==> config.mk <==
export PLATFORM = sky130hd
export DESIGN_NAME = uart_axi_bridge_flat
export DESIGN_NICKNAME = d
export VERILOG_FILES = /design/src/rtl/uart_axi_bridge_pkg.sv /design/src/rtl/uart_axi_bridge_if.sv /design/src/rtl/uart_axi_bridge_tx.sv /design/src/rtl/uart_axi_bridge.sv /design/src/flat_wrapper.sv
export SDC_FILE = /design/constraint.sdc
export NUM_CORES = 1
export LEC_CHECK = 0
export CORE_UTILIZATION = 25
export CTS_BUF_LIST = sky130_fd_sc_hd__clkbuf_16
export CTS_CLUSTER_SIZE = 8
export DETAILED_ROUTE_END_ITERATION = 6
export GPL_TIMING_DRIVEN = 0
export SKIP_LAST_GASP = 1
export SLEW_MARGIN = 25
export SYNTH_ARGS = -nofsm -noshare
export SYNTH_HDL_FRONTEND = slang
export SYNTH_SLANG_ARGS = --single-unit
==> constraint.sdc <==
create_clock -name clk -period 4.85 [get_ports clk]
set_clock_uncertainty 0.2 [all_clocks]
set_input_delay 1.455 -clock clk [delete_from_list [all_inputs] [get_ports clk]]
set_output_delay 1.455 -clock clk [all_outputs]
set_load 0.05 [all_outputs]
==> src/rtl/uart_axi_bridge_pkg.sv <==
`default_nettype none
// ============================================================================
// Module      : uart_axi_bridge_pkg
// Description : Shared types and constants for the UART-to-AXI debug bridge:
//               FSM state encoding, AXI response codes, command header
//               field positions and a response-severity helper.
// Revision    : 1.0 - initial release
// ============================================================================
package uart_axi_bridge_pkg;

  typedef enum logic [3:0] {
    S_HDR   = 4'd0,
    S_ADDR  = 4'd1,
    S_WDATA = 4'd2,
    S_AR    = 4'd3,
    S_R     = 4'd4,
    S_TX    = 4'd5,
    S_AWW   = 4'd6,
    S_B     = 4'd7,
    S_STAT  = 4'd8
  } state_t;

  localparam logic [1:0] RESP_OKAY   = 2'd0;
  localparam logic [1:0] RESP_EXOKAY = 2'd1;
  localparam logic [1:0] RESP_SLVERR = 2'd2;
  localparam logic [1:0] RESP_DECERR = 2'd3;

  localparam int HDR_WR_BIT  = 7;
  localparam int HDR_CNT_MSB = 6;
  localparam int HDR_CNT_LSB = 0;

  // Responses are ordered by severity numerically, so the worst is the max.
  function automatic logic [1:0] resp_max(input logic [1:0] a, input logic [1:0] b);
    return (a > b) ? a : b;
  endfunction

endpackage
`default_nettype wire

==> src/rtl/uart_axi_bridge_if.sv <==
`default_nettype none
// ============================================================================
// Module      : uart_axi_bridge_if
// Description : Bundles the UART byte streams and the five AXI channels seen
//               by the bridge.
//               master : bridge side (consumes rx bytes, produces tx bytes,
//                        drives AR/AW/W, consumes R/B)
//               slave  : environment side (UART PHY and AXI slave)
// Revision    : 1.0 - initial release
// ============================================================================
interface uart_axi_bridge_if #(
  parameter int ADDR_W = 18,
  parameter int DATA_W = 16
) ();

  logic [7:0]        uart_rx;
  logic              uart_rx_valid;
  logic              uart_rx_ready;
  logic [7:0]        uart_tx;
  logic              uart_tx_valid;
  logic              uart_tx_ready;

  logic [ADDR_W-1:0] axi_ar_addr;
  logic              axi_ar_valid;
  logic              axi_ar_ready;
  logic [DATA_W-1:0] axi_r_data;
  logic [1:0]        axi_r_resp;
  logic              axi_r_valid;
  logic              axi_r_ready;
  logic [ADDR_W-1:0] axi_aw_addr;
  logic              axi_aw_valid;
  logic              axi_aw_ready;
  logic [DATA_W-1:0] axi_w_data;
  logic              axi_w_valid;
  logic              axi_w_ready;
  logic [1:0]        axi_b_resp;
  logic              axi_b_valid;
  logic              axi_b_ready;

  modport master (
    input  uart_rx, uart_rx_valid, output uart_rx_ready,
    output uart_tx, uart_tx_valid, input  uart_tx_ready,
    output axi_ar_addr, axi_ar_valid, input axi_ar_ready,
    input  axi_r_data, axi_r_resp, axi_r_valid, output axi_r_ready,
    output axi_aw_addr, axi_aw_valid, input axi_aw_ready,
    output axi_w_data, axi_w_valid, input axi_w_ready,
    input  axi_b_resp, axi_b_valid, output axi_b_ready
  );

  modport slave (
    output uart_rx, uart_rx_valid, input  uart_rx_ready,
    input  uart_tx, uart_tx_valid, output uart_tx_ready,
    input  axi_ar_addr, axi_ar_valid, output axi_ar_ready,
    output axi_r_data, axi_r_resp, axi_r_valid, input axi_r_ready,
    input  axi_aw_addr, axi_aw_valid, output axi_aw_ready,
    input  axi_w_data, axi_w_valid, output axi_w_ready,
    output axi_b_resp, axi_b_valid, input axi_b_ready
  );

endinterface
`default_nettype wire

==> src/rtl/uart_axi_bridge_tx.sv <==
`default_nettype none
// ============================================================================
// Module      : uart_tx_serializer
// Description : Loads a word plus a byte count and emits the bytes LSB first
//               on a valid/ready stream. o_done pulses on the handshake of
//               the final byte.
// Ports       : clk, rst_n      - clock, async active-low reset
//               i_load          - load i_data / i_nbytes (idle only)
//               i_data          - word to send
//               i_nbytes        - bytes to send (0 sends nothing)
//               o_tx/o_tx_valid/i_tx_ready - transmit byte stream
//               o_done          - last byte accepted this cycle
// Revision    : 1.0 - initial release
// ============================================================================
module uart_tx_serializer #(
  parameter int DATA_W = 16
) (
  input  wire logic              clk,
  input  wire logic              rst_n,
  input  wire logic              i_load,
  input  wire logic [DATA_W-1:0] i_data,
  input  wire logic [2:0]        i_nbytes,
  output logic      [7:0]        o_tx,
  output logic                   o_tx_valid,
  input  wire logic              i_tx_ready,
  output logic                   o_done
);

  logic [DATA_W-1:0] r_shift;
  logic [2:0]        r_left;
  logic              r_valid;
  logic              w_hs;

  assign w_hs       = r_valid && i_tx_ready;
  assign o_done     = w_hs && (r_left == 3'd1);
  assign o_tx       = r_shift[7:0];
  assign o_tx_valid = r_valid;

  // The next byte is presented in the same edge the current one is taken,
  // so a multi-byte word streams without bubbles.
  always_ff @(posedge clk or negedge rst_n) begin
    if (!rst_n) begin
      r_shift <= '0;
      r_left  <= 3'd0;
      r_valid <= 1'b0;
    end else if (i_load) begin
      r_shift <= i_data;
      r_left  <= i_nbytes;
      r_valid <= (i_nbytes != 3'd0);
    end else if (w_hs) begin
      r_shift <= r_shift >> 8;
      r_left  <= r_left - 3'd1;
      if (r_left == 3'd1) begin
        r_valid <= 1'b0;
      end
    end
  end

endmodule
`default_nettype wire

==> src/rtl/uart_axi_bridge.sv <==
`default_nettype none
// ============================================================================
// Module      : uart_axi_bridge
// Description : UART-to-AXI debug bridge. Parses framed read/write commands
//               from the rx byte stream, issues one single-beat AXI
//               transaction per burst beat, and returns read data plus a
//               status byte (worst response of the burst) on the tx stream.
//               Partial commands are dropped after TIMEOUT_CYC idle cycles.
// Ports       : clk, rst_n - clock, async active-low reset
//               bus         - uart_axi_bridge_if.master (UART streams, AXI)
// Revision    : 1.0 - initial release
// ============================================================================
module uart_axi_bridge #(
  parameter int ADDR_W      = 18,
  parameter int DATA_W      = 16,
  parameter int TIMEOUT_CYC = 1000000
) (
  input  wire logic clk,
  input  wire logic rst_n,
  uart_axi_bridge_if.master bus
);

  import uart_axi_bridge_pkg::*;

  localparam int AB = (ADDR_W + 7) / 8;
  localparam int DB = DATA_W / 8;
  localparam int TW = $clog2(TIMEOUT_CYC + 1);

  state_t            r_state;
  logic              r_rx_ready;
  logic              r_ar_valid;
  logic              r_r_ready;
  logic              r_aw_valid;
  logic              r_w_valid;
  logic              r_b_ready;
  logic [ADDR_W-1:0] r_addr;
  logic [DATA_W-1:0] r_wdata;
  logic              r_write;
  logic [6:0]        r_beats;     // beats remaining after the current one
  logic [2:0]        r_bcnt;      // byte index within address / data word
  logic [1:0]        r_status;
  logic [TW-1:0]     r_tmo;

  logic              w_rx_hs;
  logic              w_ar_hs;
  logic              w_r_hs;
  logic              w_aw_hs;
  logic              w_w_hs;
  logic              w_b_hs;
  logic              w_aw_done;
  logic              w_w_done;
  logic              w_tmo_hit;
  logic [1:0]        w_stat_r;
  logic [1:0]        w_stat_b;
  logic              w_ser_load;
  logic [DATA_W-1:0] w_ser_data;
  logic [2:0]        w_ser_nbytes;
  logic              w_ser_done;

  assign w_rx_hs   = bus.uart_rx_valid && r_rx_ready;
  assign w_ar_hs   = r_ar_valid && bus.axi_ar_ready;
  assign w_r_hs    = bus.axi_r_valid && r_r_ready;
  assign w_aw_hs   = r_aw_valid && bus.axi_aw_ready;
  assign w_w_hs    = r_w_valid && bus.axi_w_ready;
  assign w_b_hs    = bus.axi_b_valid && r_b_ready;
  // A channel counts as done if it already completed or completes now.
  assign w_aw_done = !r_aw_valid || bus.axi_aw_ready;
  assign w_w_done  = !r_w_valid || bus.axi_w_ready;
  assign w_tmo_hit = (r_tmo == TW'(TIMEOUT_CYC - 1));
  assign w_stat_r  = resp_max(r_status, bus.axi_r_resp);
  assign w_stat_b  = resp_max(r_status, bus.axi_b_resp);

  assign bus.uart_rx_ready = r_rx_ready;
  assign bus.axi_ar_addr   = r_addr;
  assign bus.axi_ar_valid  = r_ar_valid;
  assign bus.axi_r_ready   = r_r_ready;
  assign bus.axi_aw_addr   = r_addr;
  assign bus.axi_aw_valid  = r_aw_valid;
  assign bus.axi_w_data    = r_wdata;
  assign bus.axi_w_valid   = r_w_valid;
  assign bus.axi_b_ready   = r_b_ready;

  // Serializer load is combinational so tx_valid appears on the cycle right
  // after the R / final-B handshake or the last data byte.
  always_comb begin
    w_ser_load   = 1'b0;
    w_ser_data   = '0;
    w_ser_nbytes = 3'd0;
    case (r_state)
      S_R: begin
        if (w_r_hs) begin
          w_ser_load   = 1'b1;
          w_ser_data   = bus.axi_r_data;
          w_ser_nbytes = 3'(DB);
        end
      end
      S_TX: begin
        if (w_ser_done && (r_beats == 7'd0)) begin
          w_ser_load   = 1'b1;
          w_ser_data   = DATA_W'(r_status);
          w_ser_nbytes = 3'd1;
        end
      end
      S_B: begin
        if (w_b_hs && (r_beats == 7'd0)) begin
          w_ser_load   = 1'b1;
          w_ser_data   = DATA_W'(w_stat_b);
          w_ser_nbytes = 3'd1;
        end
      end
      default: ;
    endcase
  end

  uart_tx_serializer #(
    .DATA_W (DATA_W)
  ) u_tx (
    .clk        (clk),
    .rst_n      (rst_n),
    .i_load     (w_ser_load),
    .i_data     (w_ser_data),
    .i_nbytes   (w_ser_nbytes),
    .o_tx       (bus.uart_tx),
    .o_tx_valid (bus.uart_tx_valid),
    .i_tx_ready (bus.uart_tx_ready),
    .o_done     (w_ser_done)
  );

  always_ff @(posedge clk or negedge rst_n) begin
    if (!rst_n) begin
      r_state    <= S_HDR;
      r_rx_ready <= 1'b1;
      r_ar_valid <= 1'b0;
      r_r_ready  <= 1'b0;
      r_aw_valid <= 1'b0;
      r_w_valid  <= 1'b0;
      r_b_ready  <= 1'b0;
      r_addr     <= '0;
      r_wdata    <= '0;
      r_write    <= 1'b0;
      r_beats    <= 7'd0;
      r_bcnt     <= 3'd0;
      r_status   <= RESP_OKAY;
      r_tmo      <= '0;
    end else begin
      case (r_state)
        S_HDR: begin
          if (w_rx_hs) begin
            r_write  <= bus.uart_rx[HDR_WR_BIT];
            r_beats  <= bus.uart_rx[HDR_CNT_MSB:HDR_CNT_LSB];
            r_status <= RESP_OKAY;
            r_bcnt   <= 3'd0;
            r_tmo    <= '0;
            r_state  <= S_ADDR;
          end
        end

        S_ADDR: begin
          if (w_rx_hs) begin
            // MSB-first shift; bits above ADDR_W fall off the top.
            r_addr <= (r_addr << 8) | ADDR_W'(bus.uart_rx);
            r_tmo  <= '0;
            if (r_bcnt == 3'(AB - 1)) begin
              r_bcnt <= 3'd0;
              if (r_write) begin
                r_state <= S_WDATA;
              end else begin
                r_rx_ready <= 1'b0;
                r_ar_valid <= 1'b1;
                r_state    <= S_AR;
              end
            end else begin
              r_bcnt <= r_bcnt + 3'd1;
            end
          end else if (w_tmo_hit) begin
            r_state <= S_HDR;
          end else begin
            r_tmo <= r_tmo + TW'(1);
          end
        end

        S_WDATA: begin
          if (w_rx_hs) begin
            // LSB-first: each new byte enters at the top and moves down.
            r_wdata <= (r_wdata >> 8) | (DATA_W'(bus.uart_rx) << (DATA_W - 8));
            r_tmo   <= '0;
            if (r_bcnt == 3'(DB - 1)) begin
              r_bcnt     <= 3'd0;
              r_rx_ready <= 1'b0;
              r_aw_valid <= 1'b1;
              r_w_valid  <= 1'b1;
              r_state    <= S_AWW;
            end else begin
              r_bcnt <= r_bcnt + 3'd1;
            end
          end else if (w_tmo_hit) begin
            r_state <= S_HDR;
          end else begin
            r_tmo <= r_tmo + TW'(1);
          end
        end

        S_AR: begin
          if (w_ar_hs) begin
            r_ar_valid <= 1'b0;
            r_r_ready  <= 1'b1;
            r_state    <= S_R;
          end
        end

        S_R: begin
          if (w_r_hs) begin
            r_r_ready <= 1'b0;
            r_status  <= w_stat_r;
            r_state   <= S_TX;
          end
        end

        S_TX: begin
          if (w_ser_done) begin
            if (r_beats != 7'd0) begin
              r_beats    <= r_beats - 7'd1;
              r_addr     <= r_addr + ADDR_W'(1);
              r_ar_valid <= 1'b1;
              r_state    <= S_AR;
            end else begin
              r_state <= S_STAT;
            end
          end
        end

        S_AWW: begin
          if (w_aw_hs) begin
            r_aw_valid <= 1'b0;
          end
          if (w_w_hs) begin
            r_w_valid <= 1'b0;
          end
          if (w_aw_done && w_w_done) begin
            r_b_ready <= 1'b1;
            r_state   <= S_B;
          end
        end

        S_B: begin
          if (w_b_hs) begin
            r_b_ready <= 1'b0;
            r_status  <= w_stat_b;
            if (r_beats != 7'd0) begin
              r_beats    <= r_beats - 7'd1;
              r_addr     <= r_addr + ADDR_W'(1);
              r_rx_ready <= 1'b1;
              r_bcnt     <= 3'd0;
              r_tmo      <= '0;
              r_state    <= S_WDATA;
            end else begin
              r_state <= S_STAT;
            end
          end
        end

        S_STAT: begin
          if (w_ser_done) begin
            r_rx_ready <= 1'b1;
            r_state    <= S_HDR;
          end
        end

        default: begin
          r_state    <= S_HDR;
          r_rx_ready <= 1'b1;
          r_ar_valid <= 1'b0;
          r_r_ready  <= 1'b0;
          r_aw_valid <= 1'b0;
          r_w_valid  <= 1'b0;
          r_b_ready  <= 1'b0;
        end
      endcase
    end
  end

endmodule
`default_nettype wire

==> src/flat_wrapper.sv <==
// flat-port wrapper written by rule: the top's interface ports become plain ports
module uart_axi_bridge_flat import uart_axi_bridge_pkg::*;
#(
  parameter int ADDR_W      = 18,
  parameter int DATA_W      = 16,
  parameter int TIMEOUT_CYC = 1000000
)
  (clk, rst_n, bus_uart_rx, bus_uart_rx_valid, bus_uart_rx_ready, bus_uart_tx, bus_uart_tx_valid, bus_uart_tx_ready, bus_axi_ar_addr, bus_axi_ar_valid, bus_axi_ar_ready, bus_axi_r_data, bus_axi_r_resp, bus_axi_r_valid, bus_axi_r_ready, bus_axi_aw_addr, bus_axi_aw_valid, bus_axi_aw_ready, bus_axi_w_data, bus_axi_w_valid, bus_axi_w_ready, bus_axi_b_resp, bus_axi_b_valid, bus_axi_b_ready);
  uart_axi_bridge_if #(.ADDR_W(ADDR_W), .DATA_W(DATA_W)) bus_i ();
  input  wire logic clk;
  input  wire logic rst_n;
  input wire logic [$bits(bus_i.uart_rx)-1:0] bus_uart_rx;
  input wire logic [$bits(bus_i.uart_rx_valid)-1:0] bus_uart_rx_valid;
  output wire logic [$bits(bus_i.uart_rx_ready)-1:0] bus_uart_rx_ready;
  output wire logic [$bits(bus_i.uart_tx)-1:0] bus_uart_tx;
  output wire logic [$bits(bus_i.uart_tx_valid)-1:0] bus_uart_tx_valid;
  input wire logic [$bits(bus_i.uart_tx_ready)-1:0] bus_uart_tx_ready;
  output wire logic [$bits(bus_i.axi_ar_addr)-1:0] bus_axi_ar_addr;
  output wire logic [$bits(bus_i.axi_ar_valid)-1:0] bus_axi_ar_valid;
  input wire logic [$bits(bus_i.axi_ar_ready)-1:0] bus_axi_ar_ready;
  input wire logic [$bits(bus_i.axi_r_data)-1:0] bus_axi_r_data;
  input wire logic [$bits(bus_i.axi_r_resp)-1:0] bus_axi_r_resp;
  input wire logic [$bits(bus_i.axi_r_valid)-1:0] bus_axi_r_valid;
  output wire logic [$bits(bus_i.axi_r_ready)-1:0] bus_axi_r_ready;
  output wire logic [$bits(bus_i.axi_aw_addr)-1:0] bus_axi_aw_addr;
  output wire logic [$bits(bus_i.axi_aw_valid)-1:0] bus_axi_aw_valid;
  input wire logic [$bits(bus_i.axi_aw_ready)-1:0] bus_axi_aw_ready;
  output wire logic [$bits(bus_i.axi_w_data)-1:0] bus_axi_w_data;
  output wire logic [$bits(bus_i.axi_w_valid)-1:0] bus_axi_w_valid;
  input wire logic [$bits(bus_i.axi_w_ready)-1:0] bus_axi_w_ready;
  input wire logic [$bits(bus_i.axi_b_resp)-1:0] bus_axi_b_resp;
  input wire logic [$bits(bus_i.axi_b_valid)-1:0] bus_axi_b_valid;
  output wire logic [$bits(bus_i.axi_b_ready)-1:0] bus_axi_b_ready;
  assign bus_i.uart_rx = bus_uart_rx;
  assign bus_i.uart_rx_valid = bus_uart_rx_valid;
  assign bus_uart_rx_ready = bus_i.uart_rx_ready;
  assign bus_uart_tx = bus_i.uart_tx;
  assign bus_uart_tx_valid = bus_i.uart_tx_valid;
  assign bus_i.uart_tx_ready = bus_uart_tx_ready;
  assign bus_axi_ar_addr = bus_i.axi_ar_addr;
  assign bus_axi_ar_valid = bus_i.axi_ar_valid;
  assign bus_i.axi_ar_ready = bus_axi_ar_ready;
  assign bus_i.axi_r_data = bus_axi_r_data;
  assign bus_i.axi_r_resp = bus_axi_r_resp;
  assign bus_i.axi_r_valid = bus_axi_r_valid;
  assign bus_axi_r_ready = bus_i.axi_r_ready;
  assign bus_axi_aw_addr = bus_i.axi_aw_addr;
  assign bus_axi_aw_valid = bus_i.axi_aw_valid;
  assign bus_i.axi_aw_ready = bus_axi_aw_ready;
  assign bus_axi_w_data = bus_i.axi_w_data;
  assign bus_axi_w_valid = bus_i.axi_w_valid;
  assign bus_i.axi_w_ready = bus_axi_w_ready;
  assign bus_i.axi_b_resp = bus_axi_b_resp;
  assign bus_i.axi_b_valid = bus_axi_b_valid;
  assign bus_axi_b_ready = bus_i.axi_b_ready;
  uart_axi_bridge #(.ADDR_W(ADDR_W), .DATA_W(DATA_W), .TIMEOUT_CYC(TIMEOUT_CYC)) u_core (.clk(clk), .rst_n(rst_n), .bus(bus_i));
endmodule
### Word-level counts from Yosys, hierarchy flattened

Index checks and enable logic that the tools add are counted.

* bits in registers: 97
* output and inout bits: 67
* bits of input ports: 37
* word-level logic and storage cells: 202

* reductions and logical operators: 47
* add/sub/neg operators: 5
* mux-type cells: 92
* eq/ne operators: 32
* magnitude comparators: 2
* bitwise operators: 7

Operators by type and width (count)
* 20-bit 2-to-1 mux: 5
* 18-bit 2-to-1 mux: 4
* 20-bit case mux with 3 select lines: 1
* 4-bit 2-to-1 mux: 14
* 18-bit case mux with 3 select lines: 1
* 16-bit 2-to-1 mux: 3
* 16-bit case mux with 3 select lines: 1
* 4-bit case mux with 9 select lines: 1
* 1-bit 2-to-1 mux: 30
* 2-bit by 1-bit != test with 1-bit output (second input constant): 15
* 7-bit 2-to-1 mux: 4
* 3-bit 2-to-1 mux: 9
* 7-bit case mux with 3 select lines: 1
* 7-bit OR reduction: 3
* 20-bit by 1-bit adder with 20-bit output (second input constant): 1
* 20-bit == test (second input constant): 1
* 18-bit by 1-bit adder with 18-bit output (second input constant): 1
* 18-bit by 8-bit OR with 18-bit output: 1
* 9-bit AND reduction: 2
* 4-bit by 3-bit == test with 1-bit output (second input constant): 4
* 2-bit 2-to-1 mux: 8
* 8-bit by 16-bit OR with 16-bit output: 1
* 4-bit AND reduction: 4
* 1-bit case mux with 3 select lines: 5
* 35 further kinds: 65

### Longest topological paths before layout

* word-level depth: 7
* gate-level depth with buffers: 10
* mapped depth without buffers: 8

### Hierarchy

From an unflattened synthesis, not the netlist that was laid out.

* cells, all modules: 653
* area total of the unflattened synthesis: 5710.5 µm²

By module, submodules not included
* uart_axi_bridge: cells an instance 553, times used 1, area an instance 4733.3 µm², seq. area each 1928.1 µm²
* uart_tx_serializer: cells an instance 100, times used 1, area an instance 977.2 µm², seq. area each 500.5 µm²

### Worst setup path after synthesis

Ideal clock, no wire load.

* kind: input-to-reg
* start point: input bus_uart_rx_valid
* end point: register u_core.r_tmo[5]
* buffers on the path: 2
* setup slack: 1.727 ns
* library setup time: 0.142 ns
* required time: 4.508 ns
* stages on the path: 8
* data arrival time: 2.781 ns
* path through: and2_1 or3_1 buf_2 nor3_4 or2_4 buf_6 or3_1 a21oi_1

* longest elaborated chain between the ends: 3
* elaborated cells on any way between the ends: 6
* classes of those cells: 2 x eq/ne; 2 x mux; 2 x reduce/logical

RTL lines
* from (decl): line flat_wrapper.sv:13 `input wire logic [$bits(bus_i.uart_rx_valid)-1:0] bus_uart_rx_valid;`
* 1-bit logical AND *: line uart_axi_bridge.sv:60 `assign w_rx_hs = bus.uart_rx_valid && r_rx_ready;`
* 3-bit by 2-bit != test with 1-bit output (no source line) (tied with other cells)
* 5-bit AND reduction (no source line) / 20-bit case mux with 3 select lines (equally long branches)
* to (signal assigned): line uart_axi_bridge.sv:178 `r_tmo <= r_tmo + TW'(1);`
* to (signal assigned): line uart_axi_bridge.sv:199 `r_tmo <= r_tmo + TW'(1);`
* to (decl): line uart_axi_bridge.sv:42 `logic [TW-1:0] r_tmo;`

Every way passes the cells marked *; elsewhere a longest branch is shown, timed or not.
A chain may end at the register's enable or synchronous reset.

### Worst setup path after layout

* start point: input bus_uart_rx_valid
* end point: register u_core.r_wdata[8], in the netlist u_core.bus.axi_w_data[8]

* longest elaborated chain between the ends: 2

RTL lines
* 1-bit logical AND: line uart_axi_bridge.sv:60
* 2-bit AND reduction (no source line)
* to (signal assigned): line uart_axi_bridge.sv:185 `r_wdata <= (r_wdata >> 8) | (DATA_W'(bus.uart_rx) << (DATA_W - 8));`
* to (decl): line uart_axi_bridge.sv:37 `logic [DATA_W-1:0] r_wdata;`

No other way between the ends.

==> summary.md <==
| Metric | Value |
|---|---|
| Sequential fraction of the synthesis area | 0.4276 |
| Reg2reg setup slack | around 1.9 ns |
| Core Area | 22030 um2 |
| EDFF count, synth | 0 |
| CTS buffer count | 9 |
| Remaining antenna violation count | 0 |
| # nets final | between 800 and 900 |
| TritonRoute pass-1 iters | 7 |
| Hold slack | between 0.2 and 0.3 ns |
| Tightest Pin Transition | 0.8023 ns |
| Nature of the critical path endpoint | flip-flop |
| Reg-to-Reg Start | u_core.r_state[0] |
| Worst r2r path cells | 10 |
| DIE AREA | around 23000 um2 |
| Signal arrival time at the worst endpoint | around 3.9 ns |
| Final setup viols | 0 |
| # IOs | 104 |
| MaxCap Viol Count | 0 |
| Area growth, synth to finish | 30.95% |
| Synth Cell Area | 5679 um2 |
| Post-DP HPWL | 11640 um |
| Layout cells sized above 1 | 0.1065 |
| Status | finished, violations left |
| Hold_buf cts | 0 |
| Start point of the critical path | bus_uart_rx_valid |
| WL per Instance | between 15 and 20 um |
| Post-layout min period | between 3 and 4 ns |
| Clock Latency Late Sink | about 0.35 ns |
| Setup Fix Bufs, Post-CTS | 0 |
| Syn Nets | 698 |
| Die X | around 150 um |
| Crit path capture | u_core.bus.axi_w_data[8] |
| RSZ-0062 raised after global routing | false |
| Hold Vio Cnt, Final | 0 |
| Number of synthesized register bits | 97 |
| Clk sink count | 97 |
| Failing checks | design-rule violations |
| Distinct cells, synth | 58 |
| Max IR drop VDD | about 180 uV |
| Hold_sp | u_core.u_tx.r_shift[8] |
| Root Buffer | clkbuf_16 |
| Drt drc | 6 |
| Rows | 54 |
| DR vias | 5303 |
| Via/cell ratio | about 5.1 |
| Hold crit path type | flip-flop to flip-flop |
| Initial Utilization | 0.2578 |
| Reg-to-Reg End | u_core.bus.axi_ar_addr[2] |
| Pleak | a little over 3 nW |
| Critical Path RT | 4.89 ns |
| Fraction of registers with async set/reset | 1.000 |
| First-pass GRT wire length | ~27000 um |
| Slew margin rel. | 0.4622 |
| Clock-pin slew on the worst setup and hold paths | ~0.07 ns |
| H-tree levels | 3 |
| Total gr overflow | 0 |
| Fin. max-slew vios | 0 |
| Vias in the first global route | ~5.0k |
| Period utilization | 0.7945 |
| Worst Slack Setup Final | 0.9965 ns |
| Ys flop type | dfrtp_1 |
| Cells after Synth | 650 |
| # port buffers | slightly above 100 |
| Kind of critical path | input pin to flip-flop |
| Ant diodes | 0 |
| CP Max Fanout | 10 |
| Clock Tree Buf Depth | 2 |
| Pwr dens | 228.7 nW/um2 |
| Max Freq | 259.5 MHz |
| CP Launch Type | input pin |
| CTS tree | yes |
| # resized after CTS | 0 |
| Initial DRC Count | 410 |
| Ys Warns | 0 |
| Total GRT Usage | 0.1426 |
| Largest net degree at the start of global routing | between 60 and 70 |
| Placement Setup Slack | approximately 0.54 ns |
| Die Y | around 150 um |
| Post-synthesis average cell area | a little under 9 um2 |
| Initial antenna violation count | 0 |
| GP Congestion | around 0.90 |
| Final Routed Wirelength | approximately 16000 um |
-- logic make-up after synthesis --
kind of cell,after synthesis,share of synthesized area
multiplexers,22,0.04318
adder cells (fa/ha/maj),11,0.02423
buffers and inverters,84,0.07645
AND/OR/NAND/NOR,239,0.2122
XOR/XNOR,6,0.009253
AO/OA/AOI/OAI,191,0.2071
flip-flops,97,0.4276
-- report_power, final --
part           switching (mW)  leakage (nW)  internal (mW)
Sequential                  0          1.30          0.808
Clock                   0.324         0.168          0.505
Combinational          0.0307          1.64         0.0323
-- how the worst min path moves through the flow --
stage / end / slack [ns] / cells past startpoint
2_1_floorplan: u_core.u_tx.r_shift[10] / 0.26 / 1
3_3_place_gp: u_core.u_tx.r_shift[12] / 0.28 / 1
3_5_place_dp: u_core.u_tx.r_shift[12] / 0.28 / 1
4_1_cts: u_core.u_tx.r_shift[8] / 0.30 / 1
5_1_grt: u_core.u_tx.r_shift[14] / 0.31 / 1
6_report: u_core.u_tx.r_shift[8] / 0.29 / 1
-- metal layers --
metal | GRT usage | part of all wire | up-vias
li1 | - | - | 2572
met3 | 0.03185 | 0.055 | 13
met5 | 0 | 0 | -
met2 | 0.2193 | 0.45 | 162
met4 | 0.03656 | 0.014 | 0
met1 | 0.2009 | 0.48 | 2556
-- layout by cell type (no fill, tap or decap), drive strengths merged, types with 3 or more instances in the layout --
master,count
clkdlybuf4s50,102
dfrtp,96
o21ai,74
nand2,69
nor2,51
a21oi,45
buf,36
clkbuf,35
inv,26
nand3,24
mux2,20
nor3,20
a2bb2oi,11
or3,11
nand4,11
ha,11
nor4,10
o22ai,9
a31oi,9
and3,8
a22o,8
and2,6
nand2b,6
o22a,6
xnor2,6
a22oi,5
o211ai,4
or2,4
nor4bb,3
nor2b,3
o21a,3
a221oi,3
a21o,3
bufinv,3
or4,3
o221ai,3
-- state kept, by name (all words and copies together) (netlist names), 2 cells and up --
signal,cells
u_core.bus.axi_ar_addr,18
u_core.bus.axi_w_data,16
u_core.r_bcnt,3
u_core.r_beats,7
u_core.r_state,4
u_core.r_status,2
u_core.r_tmo,20
u_core.u_tx.r_left,3
u_core.u_tx.r_shift,16
-- cell usage after synthesis (8+ instances only) --
cell type | instances | area (um2)
or3_1 | 11 | 68.82
clkbuf_1 | 26 | 97.59
a21oi_1 | 45 | 225.2
o21ai_0 | 74 | 370.4
inv_1 | 24 | 90.09
o22ai_1 | 9 | 56.30
a31oi_1 | 9 | 56.30
nor2_1 | 51 | 191.4
nand4_1 | 11 | 68.82
mux2_2 | 20 | 225.2
and3_1 | 8 | 50.05
a2bb2oi_1 | 11 | 96.34
ha_1 | 11 | 137.6
nor3_1 | 18 | 90.09
nand2_1 | 68 | 255.2
a22o_1 | 8 | 70.07
nand3_1 | 24 | 120.1
nor4_1 | 10 | 62.56
buf_4 | 26 | 195.2
dfrtp_1 | 96 | 2402
-- worst max-delay path, stage by stage --
cell             delay, ns
clkdlybuf4s50_1       0.55
nand2_1               0.24
nor3_2                0.72
clkbuf_1              0.52
mux2_2                0.40
-- area by class of cell --
type                    count  area (um2)
repair buffers            104        1060
multi-input cells         469        2823
clock buffers               9       225.2
inverters                  24       90.09
fillers                  2296       14590
clock inverters             7       116.4
well taps                 280       350.3
plain buffers              60       344.1
flip-flops and latches     97        2429
-- stage by stage --
| step | std cells | cell area, um2 | total power, mW | utilization | setup TNS, ns |
|---|---|---|---|---|---|
| after floorplan | 650 | 5679 | 0.8321 | - | 0 |
| after global placement | 1033 | 7061 | 0.8864 | 0.3206 | -185.84 |
| after detailed placement | 1034 | 7089 | 0.8893 | 0.3219 | 0 |
| after CTS | 1050 | 7431 | 1.733 | 0.3374 | 0 |
| after global routing | 1050 | 7437 | 1.768 | 0.3377 | 0 |
| final | 1050 | 7437 | 1.701 | 0.3377 | 0 |
No activity file was read; power rests on OpenSTA's default activity.
